### src/rtl/dat_mem_sync.sv
// Synchronous-read data memory with selectable read-during-write behaviour and a
// zero-fill sequencer that clears the array after reset or on request.
module dat_mem_sync #(
    parameter int unsigned DW       = 8,
    parameter int unsigned AW       = 8,
    parameter int unsigned RDW_MODE = 0
) (
    input  logic          clk_i,
    input  logic          reset_i,
    input  logic          clr_req_i,
    input  logic          wr_en_i,
    input  logic          rd_en_i,
    input  logic [AW-1:0] addr_i,
    input  logic [DW-1:0] dat_in_i,
    output logic [DW-1:0] dat_out_o,
    output logic          rd_valid_o,
    output logic          busy_o
);

    localparam int unsigned Depth = 2 ** AW;

    typedef enum logic {
        StClear,
        StReady
    } state_e;

    state_e        state_q;
    logic [AW-1:0] clr_ptr_q;
    logic [DW-1:0] dat_out_q;
    logic          rd_valid_q;

    logic [DW-1:0] core [Depth];

    logic          accept;
    logic          mem_we;
    logic [AW-1:0] mem_addr;
    logic [DW-1:0] mem_wdata;
    logic [DW-1:0] rd_data;

    // A clear request in READY swallows any access presented in the same cycle.
    always_comb begin
        accept    = (state_q == StReady) && !clr_req_i;
        mem_we    = (state_q == StClear) || (accept && wr_en_i);
        mem_addr  = (state_q == StClear) ? clr_ptr_q : addr_i;
        mem_wdata = (state_q == StClear) ? '0 : dat_in_i;
        rd_data   = ((RDW_MODE != 0) && wr_en_i) ? dat_in_i : core[addr_i];
    end

    // Array contents are deliberately left out of reset; the fill clears them.
    always_ff @(posedge clk_i) begin
        if (mem_we) begin
            core[mem_addr] <= mem_wdata;
        end
    end

    always_ff @(posedge clk_i or posedge reset_i) begin
        if (reset_i) begin
            state_q    <= StClear;
            clr_ptr_q  <= '0;
            dat_out_q  <= '0;
            rd_valid_q <= 1'b0;
        end else begin
            case (state_q)
                StClear: begin
                    rd_valid_q <= 1'b0;
                    if (clr_ptr_q == '1) begin
                        state_q   <= StReady;
                        clr_ptr_q <= '0;
                    end else begin
                        clr_ptr_q <= clr_ptr_q + 1'b1;
                    end
                end
                StReady: begin
                    if (clr_req_i) begin
                        state_q    <= StClear;
                        rd_valid_q <= 1'b0;
                    end else if (rd_en_i) begin
                        dat_out_q  <= rd_data;
                        rd_valid_q <= 1'b1;
                    end else begin
                        rd_valid_q <= 1'b0;
                    end
                end
                default: state_q <= StClear;
            endcase
        end
    end

    assign dat_out_o  = dat_out_q;
    assign rd_valid_o = rd_valid_q;
    assign busy_o     = (state_q == StClear);

endmodule

### config.mk
export PLATFORM = sky130hd
export DESIGN_NAME = dat_mem_sync
export DESIGN_NICKNAME = d
export VERILOG_FILES = /design/src/rtl/dat_mem_sync.sv
export SDC_FILE = /design/constraint.sdc
export NUM_CORES = 2
export LEC_CHECK = 0
export BUFFER_PORTS_ARGS = -buffer_cell sky130_fd_sc_hd__buf_2
export CAP_MARGIN = 40
export CORE_MARGIN = 3
export CORE_UTILIZATION = 57
export CTS_CLUSTER_SIZE = 8
export DETAILED_ROUTE_END_ITERATION = 7
export HOLD_SLACK_MARGIN = 0.15
export PLACE_DENSITY_LB_ADDON = 0.1
export SETUP_SLACK_MARGIN = 0.3
export SLEW_MARGIN = 30
export SYNTH_ARGS = -nofsm -noshare
export SYNTH_HDL_FRONTEND = slang
export SYNTH_SLANG_ARGS = --single-unit
### constraint.sdc
create_clock -name clk_i -period 5 [get_ports clk_i]
set_input_delay 0.75 -clock clk_i [delete_from_list [all_inputs] [get_ports clk_i]]
set_output_delay 0.75 -clock clk_i [all_outputs]
set_load 0.02 [all_outputs]
==> out/qor.yml <==
outcome: "finished clean"
worst_ep_required_time_ps: 5750
grt.total_usage_pct: 30.7
drc: 0
p_leak_nw: 32.5
worstSetupPathType: "input pin to register"
viasPerCell: 6.69
fin_nets: 4574
die_h_um: 384
ir_drop_mv: 0.316
layout-drive-gt1-share_pct: 24.1
hp-start: "dat_in_i[7]"
critPathMaxFanout: 47
place_area_um2: 85200
pwr_density_cell_nw_per_um2: 426
cp-end-kind: "register"
fin_total_pwr_mw: 39.9
portBuffers: 30
synth_common_cells: "2048 x edfxtp_1, 332 x mux2i_1, 318 x mux4_2"
whs_path_depth: 2
ioPinCount: 31
first_iter_violations: 5654
ys_ff_latch: 2066
regArea_um2: 61900
fmax_mhz: 279
drt_pass1_iterations: 8
antenna_found_initial: 9
dieArea_um2: 147000
cts_made_buffers: 308
cts_max_path_buffers: 4
post_drt_wl_per_cell_um: 34.3
yosys-top-cells-area: "edfxtp_1 76%, mux4_2 8.8%, mux2i_1 4.1%, nor2_1 1.4%, mux4_1 1.3%"
antenna_left: 0
multi_input_area_um2: 17500
grt_pass1_vias: 43100
synthArstFlopShare_pct: 0.871
synth_edf_count: 2048
critPathLaunchType: "input pin"
reg2reg_to: "core[189][1]"
period_share_pct: 71.7
netlist_instances: 4047
rr_startpoint: "state_q"
syn_area_per_cell_um2: 20.1
place_congestion: 0.890
cp_data_arrival_time_ps: 4340
cts-root-buf: "clkbuf_16"
seq_area_frac_synth_pct: 76.3
tightest_slew_ps: 932
min_to: "core[178][7]"
slew_violations: 0
dp_hpwl_mm: 138
num-fill-cells: 9143
syn_nets: 4069
finalSetupTns_ps: 0
clkTransAtPathRegs_ps: 50
start_util_pct: 57.8
rsz0062_at_grt: "no"
synth_warnings: 0
synth_area_um2: 81200
area_delta_synth_final_pct: 15.3
rows: 137
finalCriticalPeriod_ps: 3590
wl_mm: 222
startpoint: "addr_i[0]"
cts_resized: 0
hold_buffers: 2
yosysMostFrequentCell: "edfxtp_1"
postLayoutCellArea_um2: 93700
setup_violations: 0
grt_pass1_wl_mm: 317
design.core.area_um2: 141000
die_w_um: 384
grt_max_degree: 157
hold_viol_final: 0
rr_worst_depth: 8
skew_ps: 42.1
min_path_type: "input pin to register"
h-tree-depth: 5
synth_top_area_share_pct: 75.7
clkLatencyLatePin_ps: 910
vias: 43400
cts_setup_buffers: 0
max_slew_margin_pct: 37.5
cts_tree: "yes"
synth_top_area_cell: "edfxtp_1"
gr-total-overflow: 0
drv_cap: 0
holdWs_ps: 398
synthDistinctLibCells: 72
post-route-util_pct: 66.6
clock-sinks: 2066
r2r_setup_slack_ps: 1620
synth_ff_type: "edfxtp_1"
## power breakdown
part           internal [mW]  switching, mW
clock                   11.2           6.72
sequential              19.1          0.115
combinational          0.829           1.89
## cells by family (layout without fill, tap and decap cells)
kind of cell / Yosys count / after routing / share of synthesized area [%]
adder cells (fa/ha/maj): 1 / 1 / 0.0154
multiplexers: 694 / 694 / 14.3
buffers and inverters: 252 / 812 / 2.36
XOR/XNOR: 6 / 6 / 0.0647
AO/OA/AOI/OAI: 460 / 460 / 4.07
flip-flops: 2066 / 2066 / 76.3
AND/OR/NAND/NOR: 568 / 568 / 2.98
other: 0 / 2 / 0
## through the flow
stage | setup slack, ps | cells
finish | 1410 | 6485
global route | 1330 | 6483
global placement | 519 | 6059
floorplan | 1720 | 4047
detailed placement | 538 | 6086
CTS | 1420 | 6453
## metal layers
metal,vias to the layer above,part of all wire [%],GRT usage (%)
li1,17700,-,-
met1,22600,39,43.7
met2,2629,46,45.6
met3,481,11,8.71
met4,4,4.1,11.9
met5,-,0.012,0
## sequential cells by signal, summed over array words and instances (netlist names)
name,count
core,2048
clr_ptr_q,8
state_q,1
dat_out_o,8
rd_valid_o,1
## cell type report
type / instances / share of cell area [%]
inverter: 11 / 0.0468
tap: 1876 / 2.51
sequential: 2066 / 66.1
antenna: 2 / 0.00534
multi-input combinational: 1729 / 18.6
clock inverter: 2 / 0.0174
clock buffer: 363 / 8.70
timing repair buffer: 436 / 3.95
## layout by cell type (no fill, tap or decap), types with 5 or more instances in the layout
cell / count
clkbuf_16: 319
nor2_2: 7
edfxtp_1: 2048
nand3_1: 39
a21oi_1: 52
a22oi_1: 49
a2111oi_1: 5
buf_2: 32
and2_1: 9
dfrtp_1: 18
nor3_1: 21
nor2_1: 286
buf_12: 32
a221oi_1: 28
a2111oi_0: 20
a31oi_1: 6
nand4_1: 7
o21ai_0: 46
nor4_1: 11
a211oi_1: 41
and2_4: 8
xnor2_1: 5
mux4_1: 40
buf_4: 343
o221ai_1: 59
o21ai_1: 5
inv_1: 8
o22ai_1: 98
nand2_1: 143
clkbuf_1: 44
clkbuf_4: 13
or3_1: 5
a22o_1: 12
mux4_2: 318
mux2i_1: 332
buf_6: 6
a32o_1: 5
## worst max-delay path, cell delays in order
cell and delay (ps):
buf_8 480, buf_12 380, buf_4 400, mux4_1 610, a221o_1 380, a21oi_1 650
a211oi_1 110, nand4_1 300, o211ai_1 150
## how the worst max path moves through the flow
| stage | end | cells after the start |
|---|---|---|
| 6_report | dat_out_o[2] | 9 |
| 5_1_grt | dat_out_o[2] | 9 |
| 4_1_cts | dat_out_o[2] | 9 |
| 3_5_place_dp | dat_out_o[2] | 9 |
| 3_3_place_gp | dat_out_o[7] | 9 |
| 2_1_floorplan | core[0][0] | 4 |
Note: power is estimated with default switching activity, not from simulation.
